### src/rtl/leaderboard_reader.sv
// Scans leaderboard ranks 0..2: reads each entry, converts its score to BCD one step per cycle, then holds it for DWELL_CYCLES.
// Reads use a req/ack handshake with a bounded wait; an unanswered read shows as 0/0/0 with id 0.
module leaderboard_reader #(
  parameter int DWELL_CYCLES = 50000000,
  parameter int ACK_TIMEOUT  = 16
) (
  input  logic       clock,
  input  logic       reset,
  input  logic       enable,
  input  logic       refresh,
  output logic       rd_req,
  output logic [1:0] rd_addr,
  input  logic       rd_ack,
  input  logic [7:0] rd_score,
  input  logic [3:0] rd_id,
  output logic [1:0] disp_rank,
  output logic [3:0] disp_hund,
  output logic [3:0] disp_tens,
  output logic [3:0] disp_ones,
  output logic [3:0] disp_id,
  output logic       disp_valid,
  output logic       busy
);

  localparam int DW = $clog2(DWELL_CYCLES + 1);
  localparam int TW = ($clog2(ACK_TIMEOUT + 1) > 5) ? $clog2(ACK_TIMEOUT + 1) : 5;

  typedef enum logic [1:0] {IDLE, REQ, CONV, SHOW} state_t;

  state_t        state;
  logic [1:0]    index;
  logic [1:0]    next_index;
  logic [DW-1:0] dwell_cnt;
  logic [TW-1:0] ack_cnt;
  logic [7:0]    rem;
  logic [3:0]    hund;
  logic [3:0]    tens;
  logic [3:0]    cap_id;
  logic          ack_timeout;

  always_comb begin
    next_index  = (index == 2'd2) ? 2'd0 : index + 2'd1;
    ack_timeout = (ack_cnt == TW'(ACK_TIMEOUT - 1));
  end

  always_ff @(posedge clock) begin
    if (!reset) begin
      state      <= IDLE;
      index      <= 2'd0;
      dwell_cnt  <= '0;
      ack_cnt    <= '0;
      rem        <= 8'd0;
      hund       <= 4'd0;
      tens       <= 4'd0;
      cap_id     <= 4'd0;
      rd_req     <= 1'b0;
      rd_addr    <= 2'd0;
      disp_rank  <= 2'd0;
      disp_hund  <= 4'd0;
      disp_tens  <= 4'd0;
      disp_ones  <= 4'd0;
      disp_id    <= 4'd0;
      disp_valid <= 1'b0;
      busy       <= 1'b0;
    end else if (!enable) begin
      state      <= IDLE;
      rd_req     <= 1'b0;
      disp_valid <= 1'b0;
      busy       <= 1'b0;
    end else if (refresh || state == IDLE) begin
      // A refresh abandons whatever is in flight, including a same-cycle ack.
      state      <= REQ;
      index      <= 2'd0;
      rd_addr    <= 2'd0;
      rd_req     <= 1'b1;
      ack_cnt    <= '0;
      disp_valid <= 1'b0;
      busy       <= 1'b1;
    end else begin
      case (state)
        REQ: begin
          if (rd_ack || ack_timeout) begin
            rem    <= rd_ack ? rd_score : 8'd0;
            cap_id <= rd_ack ? rd_id : 4'd0;
            hund   <= 4'd0;
            tens   <= 4'd0;
            rd_req <= 1'b0;
            state  <= CONV;
          end else begin
            ack_cnt <= ack_cnt + 1'b1;
          end
        end
        CONV: begin
          if (rem >= 8'd100) begin
            rem  <= rem - 8'd100;
            hund <= hund + 4'd1;
          end else if (rem >= 8'd10) begin
            rem  <= rem - 8'd10;
            tens <= tens + 4'd1;
          end else begin
            disp_rank  <= index;
            disp_hund  <= hund;
            disp_tens  <= tens;
            disp_ones  <= rem[3:0];
            disp_id    <= cap_id;
            disp_valid <= 1'b1;
            dwell_cnt  <= '0;
            busy       <= 1'b0;
            state      <= SHOW;
          end
        end
        SHOW: begin
          if (dwell_cnt == DW'(DWELL_CYCLES - 1)) begin
            index   <= next_index;
            rd_addr <= next_index;
            rd_req  <= 1'b1;
            ack_cnt <= '0;
            busy    <= 1'b1;
            state   <= REQ;
          end else begin
            dwell_cnt <= dwell_cnt + 1'b1;
          end
        end
        default: state <= IDLE;
      endcase
    end
  end

endmodule
### config.mk
export PLATFORM = sky130hd
export DESIGN_NAME = leaderboard_reader
export DESIGN_NICKNAME = d
export VERILOG_FILES = /design/src/rtl/leaderboard_reader.sv
export SDC_FILE = /design/constraint.sdc
export NUM_CORES = 1
export LEC_CHECK = 0
export ABC_AREA = 1
export CAP_MARGIN = 5
export CORE_MARGIN = 5
export CORE_UTILIZATION = 40
export CTS_BUF_LIST = sky130_fd_sc_hd__clkbuf_4 sky130_fd_sc_hd__clkbuf_8 sky130_fd_sc_hd__clkbuf_16
export DETAILED_ROUTE_END_ITERATION = 6
export GPL_TIMING_DRIVEN = 0
export PLACE_DENSITY = 0.57
export SYNTH_ARGS = -nofsm -noshare
export SYNTH_HDL_FRONTEND = slang
export SYNTH_SLANG_ARGS = --single-unit
### constraint.sdc
create_clock -name clock -period 2.3 [get_ports clock]
set_input_delay 0.345 -clock clock [delete_from_list [all_inputs] [get_ports clock]]
set_output_delay 0.345 -clock clock [all_outputs]
set_load 0.005 [all_outputs]
==> summary.log, run 1 <==
INFO  timing         final_hold_viols=0
INFO  die            floorplan.io_pins=40
INFO  synth          synth.yosys.seq_area_share=35.1%
INFO  finish         fillers=1,187
INFO  timing         slew_headroom=57.4%
INFO  placed_design  detailed_place_hpwl=8.57mm
INFO  synth          synth_area_per_cell=6.41um2
INFO  finish         footprint_of_the_multi_input_gates=0.00241mm2
INFO  die            die_h=114um
INFO  placed_design  buffer_ports.inserted=39
INFO  route          drtPass1Iterations=4
INFO  setup_path     path_max_fanout=6
INFO  setup_path     start_kind=flop
INFO  route          vias_per_cell=4.90
INFO  pwr            static_leak=0.00201uW
INFO  die            initial_standard_cell_utilization_of_the_core=40.3%
INFO  timing         max_freq=481MHz
INFO  clock_network  cts_made_buffers=9
INFO  route          wire_per_inst=13.0um
INFO  timing         slew_viol_final=0
INFO  global_route   largest_net_degree_at_the_start_of_global_routing=15
INFO  global_route   first_pass_grt_wire_length=19.2mm
INFO  synth          synth_nets=707
INFO  timing         timing.final.setup_violations=0
INFO  synth          synth.cell_area=0.00433mm2
INFO  global_route   gr-total-overflow=0
INFO  timing         grt_setup_unrepaired=no
INFO  timing         finClkSkew=11.3ps
INFO  route          drc=0
INFO  worst_hold_path worstHoldPathType=flop to flop
INFO  setup_path     worst_path_largest_cell_delay=450ps
INFO  route          drt_first_iter_violations=234
INFO  global_route   globalRouteTotalUtil=18.2%
INFO  status         status=finished clean
INFO  setup_path     slowest_stage=nor2_1
INFO  clock_network  cts_root_buf=clkbuf_8
INFO  timing         period_share=90.4%
INFO  die            dieWidth=114um
INFO  synth          postSynthRegisterBits=76
INFO  synth          count_of_cell_types_in_the_netlist=35
INFO  clock_network  tritoncts_clock_tree=built
INFO  run            maxCapViolCount=0
INFO  setup_path     timing.setup.critical_path_class=flop to flop
INFO  clock_network  clkSlewWorstSetupHoldPaths=90ps
INFO  setup_path     cp_cell_sequence=ha_1 > nand2_1 > nor2_1 > ha_1 > nor2_1 > nor2_1 > nand2_1 > nor2_1 > inv_1 > nand2_1 > a21oi_1
INFO  die            dieArea=0.0130mm2
INFO  finish         finish.net_count=759
INFO  synth          synth_cells=676
INFO  global_route   grt_pass1_vias=4,107
INFO  route          postRouteWirelength=11.3mm
INFO  placed_design  placed_cell_area=0.00490mm2
INFO  clock_network  cts_htree_levels=3
INFO  setup_path     critical_path_required=2530ps
INFO  finish         final_design_area_no_fill=0.00516mm2
INFO  die            placeableCoreArea=0.0107mm2
INFO  global_route   antenna_found_initial=0
INFO  finish         sequential_cell_area=0.00152mm2
INFO  setup_path     timing.critical_path.arrival=2310ps
INFO  finish         drive_gt1_share=6.68%
INFO  clock_network  clock_latency=360ps
INFO  route          final_antenna_net_count=0
INFO  pwr            powerDensity=501mW/mm2
INFO  finish         area.growth.synth_to_final=19.2%
INFO  setup_path     timing.critical_path.mode_cell=nor2_1
INFO  finish         diodes_inserted=0
INFO  timing         worst_case_hold_slack=447ps
INFO  pwr            post_layout_total_power=2590uW
INFO  timing         worstMarginPinSlew=639ps
INFO  placed_design  globalplace.congestion=0.903
INFO  setup_path     setup.worst_path.end_class=flop
INFO  pwr            ir_worst_vdd=288uV
INFO  clock_network  cts_buffer_depth=2
INFO  route          via_count=4,277
INFO  timing         final.min_clock_period=2080ps
INFO  clock_network  numClockSinks=76
INFO  synth          yosys_warnings=0
INFO  clock_network  holdBufCountCts=0
INFO  die            row_cnt=38
-- cell usage in the layout, fill, tap and decap left out, types with 13 or more instances in the layout --
cell type        Yosys  routed
dfxtp_1             76      76
nand3_1             42      42
a21oi_1             60      60
nor2_1              90      90
nand2_1            186     185
clkdlybuf4s50_1      0      39
o21ai_0             41      41
xor2_1              13      13
inv_1               88      88
ha_1                14      14
-- worst max-delay path: cells and delay by family (launching register included) --
kind                       cells  cell delay [ps]
buffers and inverters          1              180
adders and majority gates      2              340
DFF                            1              410
and+or+nand+nor                7              960
AOI/OAI and AO/OA              1               60
-- report_power, final --
group          internal (uW)  switching (uW)
combinational           68.5            95.3
sequential              1330            13.7
clock                    538             543
-- cell type report --
type	count	share of cell area [%]
sequential	76	29.5
clock inverter	6	1.38
buffer	18	1.87
timing repair buffer	41	7.85
tap	140	3.39
multi-input combinational	491	46.7
clock buffer	10	2.67
inverter	91	6.67
-- cell families after synthesis --
kind of cell,after synthesis,share of synthesized area (%)
and+or+nand+nor,353,34.5
AOI/OAI and AO/OA,109,13.1
buffers and inverters,109,10.2
DFF,76,35.1
xor gates and xnor gates,15,3.03
adders and majority gates,14,4.04
-- Yosys cell counts, drive strengths merged --
library cell | number | area share, %
a21oi | 61 | 7.1
a31o | 1 | 0.20
and2 | 1 | 0.14
buf | 8 | 1.3
clkbuf | 10 | 0.90
dfxtp | 76 | 35
ha | 14 | 4.0
inv | 91 | 7.9
nand2 | 188 | 16
nand3 | 46 | 6.0
nand4 | 10 | 1.4
nor2 | 94 | 8.5
nor3 | 6 | 0.81
nor3b | 3 | 0.52
nor4 | 2 | 0.29
o211ai | 1 | 0.17
o21a | 2 | 0.35
o21ai | 42 | 4.9
o21bai | 2 | 0.35
or2 | 3 | 0.43
xnor2 | 2 | 0.40
xor2 | 13 | 2.6
-- flip-flops by register name, indices dropped and copies added, names as in the netlist, 4 cells and up --
register and count:
ack_cnt 5, cap_id 4, disp_hund 4, disp_id 4, disp_ones 4, disp_tens 4
dwell_cnt 26, hund 4, rem 8, tens 4
-- per-stage QoR --
step	cells	setup WS, ps	setup TNS (ps)	utilization (%)
2_1_floorplan	676	472	0	-
3_3_place_gp	855	-54.1	-193	45.6
3_5_place_dp	855	-26.8	-81.8	45.6
4_1_cts	871	19.6	0	47.5
5_1_grt	873	9.59	0	48.0
6_report	873	221	0	48.0
-- worst paths after layout --
path / start / to / slack (ps) / cells past startpoint
worst max-delay path: ack_cnt[0] / cap_id[3] / 220 / 11
worst min-delay path: disp_tens[3] / disp_tens[3] / 450 / 2
worst max register to register: ack_cnt[0] / cap_id[3] / 220 / 11
worst min register to register: disp_tens[3] / disp_tens[3] / 450 / 2
-- routing by layer --
metal	wire, um	up-vias	track usage [%]
met5	0	-	0
met1	5400	1956	23.4
met3	294	13	2.64
met4	191	0	7.36
met2	5450	52	30.6
li1	-	2256	-
-- what timing repair did --
item | in CTS | in global routing
setup endpoints to repair | 0 | 35
resized for setup | 0 | 8
buffers inserted | 0 | 2
Note: power is estimated with default switching activity, not from simulation.
==> inputs of run 2 (changes only) <==
--- a/config.mk
+++ b/config.mk
@@ -12,7 +12,7 @@
 export CTS_BUF_LIST = sky130_fd_sc_hd__clkbuf_4 sky130_fd_sc_hd__clkbuf_8 sky130_fd_sc_hd__clkbuf_16
 export DETAILED_ROUTE_END_ITERATION = 6
 export GPL_TIMING_DRIVEN = 0
-export PLACE_DENSITY = 0.57
+export PLACE_DENSITY = 0.59
 export SYNTH_ARGS = -nofsm -noshare
 export SYNTH_HDL_FRONTEND = slang
 export SYNTH_SLANG_ARGS = --single-unit
==> constraint.sdc (replaced) <==
create_clock -name clock -period 1.8 [get_ports clock]
set_input_delay 0.27 -clock clock [delete_from_list [all_inputs] [get_ports clock]]
set_output_delay 0.27 -clock clock [all_outputs]
set_load 0.005 [all_outputs]
==> summary.log, run 2 (synthesized netlist as in run 1, its figures left out) <==
INFO  status         status=complete, but fails checks [was finished clean]
INFO  status         violations=setup timing
INFO  placed_design  numPlacedInstances=855 [unchanged]
INFO  global_route   first_pass_grt_wire_length=20.3mm [was 19.2 mm]
INFO  global_route   globalRouteTotalUtil=19.4% [was 18.2%]
INFO  timing         final_hold_viols=0 [unchanged]
INFO  die            floorplan.io_pins=40 [unchanged]
INFO  route          wire_per_inst=14.5um [was 13.0 um]
INFO  route          drc=0 [unchanged]
INFO  route          postRouteWirelength=13.2mm [was 11.3 mm]
INFO  finish         final_common_cell=nand2_1 [unchanged]
INFO  die            dieWidth=114um [unchanged]
INFO  pwr            static_leak=0.00239uW [was 0.00201 uW]
INFO  timing         final.min_clock_period=1830ps [was 2080 ps]
INFO  global_route   gr-total-overflow=0 [unchanged]
INFO  setup_path     path_max_fanout=5 [was 6]
INFO  die            die_h=114um [unchanged]
INFO  clock_network  clkSlewWorstSetupHoldPaths=80ps [was 90 ps]
INFO  pwr            post_layout_total_power=3450uW [was 2590 uW]
INFO  finish         layout_top_registers=dwell_cnt x26, rem x8, ack_cnt x5 [unchanged]
INFO  timing         max_freq=546MHz [was 481 MHz]
INFO  finish         top_register=dwell_cnt [unchanged]
INFO  timing         slew_headroom=51.6% [was 57.4%]
INFO  global_route   largest_net_degree_at_the_start_of_global_routing=14 [was 15]
INFO  global_route   antenna_found_initial=0 [unchanged]
INFO  finish         finalCoreUtilization=56.9% [was 48.0%]
INFO  run            maxCapViolCount=0 [unchanged]
INFO  setup_path     timing.setup.critical_path_class=flop to flop [unchanged]
INFO  placed_design  buffer_ports.inserted=39 [unchanged]
INFO  route          via_count=4,622 [was 4,277]
INFO  setup_path     setup.worst_path.end_class=flop [unchanged]
INFO  route          final_antenna_net_count=0 [unchanged]
INFO  timing         worst_case_hold_slack=450ps [was 447 ps]
INFO  finish         mostFrequentLayoutCells=152 x nand2_1, 78 x nor2_1, 75 x inv_1, 63 x dfxtp_1, 39 x clkdlybuf4s50_1 [was 185 x nand2_1, 90 x nor2_1, 88 x inv_1, 76 x dfxtp_1, 60 x a21oi_1]
INFO  timing         setup_ws=-32.6ps [was 221 ps]
INFO  route          vias_per_cell=5.08 [was 4.90]
INFO  route          drtPass1Iterations=4 [unchanged]
INFO  die            initial_standard_cell_utilization_of_the_core=40.3% [unchanged]
INFO  setup_path     timing.critical_path.arrival=2120ps [was 2310 ps]
INFO  pwr            powerDensity=565mW/mm2 [was 501 mW/mm2]
INFO  clock_network  numClockSinks=76 [unchanged]
INFO  finish         area.growth.synth_to_final=41.1% [was 19.2%]
INFO  die            placeableCoreArea=0.0107mm2 [unchanged]
INFO  die            row_cnt=38 [unchanged]
INFO  setup_path     start_kind=flop [unchanged]
INFO  clock_network  cts_made_buffers=9 [unchanged]
INFO  timing         slew_viol_final=0 [unchanged]
INFO  clock_network  clock_latency=370ps [was 360 ps]
INFO  finish         final_cell_count_no_fill=910 [was 873]
INFO  route          drt_first_iter_violations=293 [was 234]
INFO  placed_design  detailed_place_hpwl=8.68mm [was 8.57 mm]
INFO  placed_design  globalplace.congestion=0.901 [was 0.903]
INFO  timing         timing.final.setup_violations=16 [was 0]
INFO  global_route   grt_pass1_vias=4,381 [was 4,107]
INFO  finish         finish.net_count=797 [was 759]
INFO  setup_path     regToRegSetupSlack=-30ps [was 220 ps]
INFO  finish         drive_gt1_share=26.4% [was 6.68%]
INFO  finish         diodes_inserted=0 [unchanged]
INFO  clock_network  tritoncts_clock_tree=built [unchanged]
INFO  timing         finClkSkew=8.76ps [was 11.3 ps]
INFO  pwr            ir_worst_vdd=327uV [was 288 uV]
INFO  clock_network  cts_root_buf=clkbuf_8 [unchanged]
INFO  clock_network  cts_htree_levels=3 [unchanged]
INFO  timing         worstMarginPinSlew=727ps [was 639 ps]
INFO  timing         grt_setup_unrepaired=yes [was no]
INFO  finish         largest_register_ffs=26 [unchanged]
INFO  worst_hold_path worstHoldPathType=flop to flop [unchanged]
INFO  setup_path     critical_path_required=2090ps [was 2530 ps]
INFO  die            dieArea=0.0130mm2 [unchanged]
INFO  clock_network  cts_buffer_depth=2 [unchanged]
INFO  timing         period_share=102% [was 90.4%]
-- run 2: worst max-delay path: stages (launching register included) --
cell       delay [ps]
dfxtp_4           390
inv_6              40
ha_4              160
a21oi_4           180
nand3_4           130
o21ai_4           180
nand3_4           120
buf_12            170
clkinv_8           70
clkbuf_16         150
nand2_1            50
a21oi_1           110
-- run 2: path summary, 6_finish.rpt --
check / endpoint / cells past startpoint / startpoint
worst max-delay path: dwell_cnt[15] / 11 / rem[2]
worst min-delay path: disp_tens[3] / 2 / disp_tens[3]
worst max register to register: dwell_cnt[15] / 11 / rem[2]
worst min register to register: disp_tens[3] / 2 / disp_tens[3]
-- run 2: layout make-up --
type,instances,area [um2]
clock inverters,6,90.1
well taps,140,175
multi-input cells,492,2790
clock buffers,9,124
fillers,1047,4630
inverters,91,378
plain buffers,18,158
flip-flops and latches,76,1550
repair buffers,78,843
-- run 2: where the power goes --
part           switching, uW  total (uW)  internal (uW)
clock network            699        1470            775
registers               19.7        1710           1690
logic                    153         268            115
-- run 2: through the flow --
step | TNS, ps | setup slack, ps | instance area, um2
3_3_place_gp | -19540 | -443 | 4900
3_5_place_dp | -19440 | -420 | 4900
4_1_cts | -496 | -44.0 | 5520
6_report | -298 | -32.6 | 6110
5_1_grt | -4540 | -131 | 6110
2_1_floorplan | 0 | 8.43 | 4340
-- run 2: layer usage --
metal	up-vias	wire length [um]	GRT usage [%]
li1	2335	-	-
met1	2142	5780	23.8
met2	105	6410	32.9
met4	0	531	9.74
met3	40	468	3.01
met5	-	0	0
-- run 2: what timing repair did --
item / 4_1_cts / 5_1_grt
hold buffers: 0 / 0
cloned: 3 / 5
hold endpoints to repair: 0 / 0
resized for setup: 64 / 146
pin swaps: 9 / 41
endpoints found under the setup margin: 71 / 73
setup buffers: 19 / 13
==> inputs of run 3 (changes only) <==
--- a/config.mk
+++ b/config.mk
@@ -12,6 +12,7 @@
 export CTS_BUF_LIST = sky130_fd_sc_hd__clkbuf_4 sky130_fd_sc_hd__clkbuf_8 sky130_fd_sc_hd__clkbuf_16
 export DETAILED_ROUTE_END_ITERATION = 6
 export GPL_TIMING_DRIVEN = 0
+export HOLD_SLACK_MARGIN = 0.15
 export PLACE_DENSITY = 0.59
 export SYNTH_ARGS = -nofsm -noshare
 export SYNTH_HDL_FRONTEND = slang
==> constraint.sdc (replaced) <==
create_clock -name clock -period 1.8 [get_ports clock]
set_input_delay 0.54 -clock clock [delete_from_list [all_inputs] [get_ports clock]]
set_output_delay 0.54 -clock clock [all_outputs]
set_load 0.005 [all_outputs]
==> summary.log, run 3 (synthesized netlist as in run 1, its figures left out) <==
INFO  timing         final.min_clock_period=1830ps [about the same]
INFO  finish         largest_register_ffs=26 [unchanged]
INFO  route          via_count=4,549 [was 4,622]
INFO  timing         worstMarginPinSlew=721ps [was 727 ps]
INFO  route          drc=0 [unchanged]
INFO  die            placeableCoreArea=0.0107mm2 [unchanged]
INFO  clock_network  cts_root_buf=clkbuf_8 [unchanged]
INFO  setup_path     setup.worst_path.end_class=flop [unchanged]
INFO  die            initial_standard_cell_utilization_of_the_core=40.3% [unchanged]
INFO  finish         area.growth.synth_to_final=42.3% [was 41.1%]
INFO  status         violations=setup timing [unchanged]
INFO  finish         layout_top_registers=dwell_cnt x26, rem x8, ack_cnt x5 [unchanged]
INFO  setup_path     critical_path_required=2060ps [was 2090 ps]
INFO  timing         max_freq=545MHz [was 546 MHz]
INFO  clock_network  cts_htree_levels=3 [unchanged]
INFO  timing         period_share=102% [about the same]
INFO  clock_network  clock_latency=370ps [about the same]
INFO  die            floorplan.io_pins=40 [unchanged]
INFO  setup_path     timing.critical_path.mode_cell=nand3_4 [unchanged]
INFO  global_route   grt_pass1_vias=4,395 [was 4,381]
INFO  die            dieArea=0.0130mm2 [unchanged]
INFO  global_route   antenna_found_initial=0 [unchanged]
INFO  setup_path     timing.setup.critical_path_class=flop to flop [unchanged]
INFO  setup_path     path_max_fanout=5 [unchanged]
INFO  pwr            static_leak=0.00242uW [was 0.00239 uW]
INFO  setup_path     path_buf_inv=4 [unchanged]
INFO  finish         final_common_cell=nand2_1 [unchanged]
INFO  route          drt_first_iter_violations=238 [was 293]
INFO  global_route   globalRouteTotalUtil=19.5% [was 19.4%]
INFO  clock_network  numClockSinks=76 [unchanged]
INFO  setup_path     slowest_stage=dfxtp_4 [unchanged]
INFO  clock_network  tritoncts_clock_tree=built [unchanged]
INFO  clock_network  cts_buffer_depth=2 [unchanged]
INFO  clock_network  cts_made_buffers=9 [unchanged]
INFO  pwr            post_layout_total_power=3460uW [was 3450 uW]
INFO  timing         timing.final.setup_violations=15 [was 16]
INFO  route          drtPass1Iterations=4 [unchanged]
INFO  finish         diodes_inserted=0 [unchanged]
INFO  timing         setup_ws=-34.2ps [was -32.6 ps]
INFO  setup_path     start_kind=flop [unchanged]
INFO  finish         finish.net_count=797 [unchanged]
INFO  setup_path     worst_path_largest_cell_delay=390ps [about the same]
INFO  die            die_h=114um [unchanged]
INFO  worst_hold_path worstHoldPathType=flop to flop [unchanged]
INFO  clock_network  clkSlewWorstSetupHoldPaths=90ps [was 80 ps]
INFO  timing         slew_viol_final=0 [unchanged]
INFO  setup_path     cp_cell_sequence=inv_6 > ha_4 > a21oi_4 > nand3_4 > o21ai_4 > nand3_4 > buf_12 > clkinv_8 > clkbuf_16 > nand2_2 > nand2_1 > nor2_1 [was inv_6 > ha_4 > a21oi_4 > nand3_4 > o21ai_4 > nand3_4 > buf_12 > clkinv_8 > clkbuf_16 > nand2_1 > a21oi_1]
INFO  finish         top_register=dwell_cnt [unchanged]
INFO  placed_design  detailed_place_hpwl=8.68mm [unchanged]
INFO  global_route   gr-total-overflow=0 [unchanged]
INFO  route          final_antenna_net_count=0 [unchanged]
INFO  finish         final_cell_count_no_fill=910 [unchanged]
INFO  finish         footprint_of_the_multi_input_gates=0.00282mm2 [was 0.00279 mm2]
INFO  status         status=complete, but fails checks [unchanged]
INFO  setup_path     path_delay_family=buffers and inverters [was compound AO/OA/AOI/OAI gates]
INFO  pwr            powerDensity=561mW/mm2 [was 565 mW/mm2]
INFO  global_route   first_pass_grt_wire_length=20.4mm [was 20.3 mm]
INFO  pwr            ir_worst_vdd=363uV [was 327 uV]
INFO  die            dieWidth=114um [unchanged]
INFO  route          wire_per_inst=14.5um [about the same]
INFO  finish         drive_gt1_share=28.2% [was 26.4%]
INFO  placed_design  globalplace.congestion=0.901 [unchanged]
INFO  placed_design  numPlacedInstances=855 [unchanged]
INFO  timing         finClkSkew=10.0ps [was 8.76 ps]
INFO  timing         final_hold_viols=0 [unchanged]
INFO  route          vias_per_cell=5.00 [was 5.08]
INFO  finish         fillers=1,044 [was 1,047]
INFO  setup_path     timing.critical_path.arrival=2100ps [was 2120 ps]
INFO  route          postRouteWirelength=13.2mm [about the same]
INFO  timing         grt_setup_unrepaired=yes [unchanged]
INFO  run            maxCapViolCount=0 [unchanged]
INFO  finish         sequential_cell_area=0.00156mm2 [was 0.00155 mm2]
INFO  die            row_cnt=38 [unchanged]
INFO  placed_design  buffer_ports.inserted=39 [unchanged]
INFO  global_route   largest_net_degree_at_the_start_of_global_routing=14 [unchanged]
INFO  finish         mostFrequentLayoutCells=152 x nand2_1, 77 x nor2_1, 76 x inv_1, 56 x dfxtp_1 [was 152 x nand2_1, 78 x nor2_1, 75 x inv_1, 63 x dfxtp_1, 39 x clkdlybuf4s50_1]
INFO  timing         slew_headroom=52.0% [was 51.6%]
-- run 3: worst paths after layout --
path,startpoint,depth (start not counted),slack [ps],endpoint
worst max-delay path,rem[2],12,-30,dwell_cnt[21]
worst min-delay path,disp_tens[3],2,450,disp_tens[3]
worst max register to register,rem[2],12,-30,dwell_cnt[21]
worst min register to register,disp_tens[3],2,450,disp_tens[3]
-- run 3: area by class of cell --
type / instances / share of cell area, %
flip-flops and latches: 76 / 25.4
inverters: 91 / 6.17
well taps: 140 / 2.84
clock buffers: 9 / 2.01
clock inverters: 6 / 1.46
repair buffers: 78 / 13.7
multi-input cells: 492 / 45.8
plain buffers: 18 / 2.64
-- run 3: layer usage --
metal  up-vias  GRT usage, %  part of all wire [%]
met5         -             0                     0
met4         0          10.3                   3.4
met3        31          3.01                   3.5
met2        99          33.1                    49
met1      2089          23.8                    44
li1       2330             -                     -
-- run 3: worst register-to-register path, delay by kind of cell (launching register included) --
kind	cells	cell delay (ps)
compound gates	2	370
simple gates	5	380
fa+ha+maj	1	160
flops	1	390
buf+inv	4	430
-- run 3: power breakdown --
group / switching, uW / internal (uW) / total [uW] / leakage, uW
Clock: 697 / 775 / 1470 / 0.000105
Sequential: 17.3 / 1690 / 1710 / 0.000625
Combinational: 157 / 120 / 278 / 0.00169
-- run 3: through the flow --
step / setup TNS [ps] / hold slack [ps] / worst slack [ps] / area, um2 / utilization, %
6_report: -339 / 450 / -34.2 / 6160 / 57.4
5_1_grt: -4220 / 471 / -126 / 6160 / 57.4
4_1_cts: -484 / 452 / -44.0 / 5540 / 51.5
3_5_place_dp: -33170 / 439 / -690 / 4900 / 45.6
3_3_place_gp: -33720 / 435 / -713 / 4900 / 45.6
2_1_floorplan: 0 / 440 / 8.43 / 4340 / -
-- run 3: timing repair --
action / CTS / global route
endpoints found under the hold margin: 0 / 0
cloned: 3 / 4
buffers inserted: 21 / 12
endpoints found under the setup margin: 74 / 80
hold buffers: 0 / 0
resized for setup: 70 / 160
pin swaps: 9 / 39
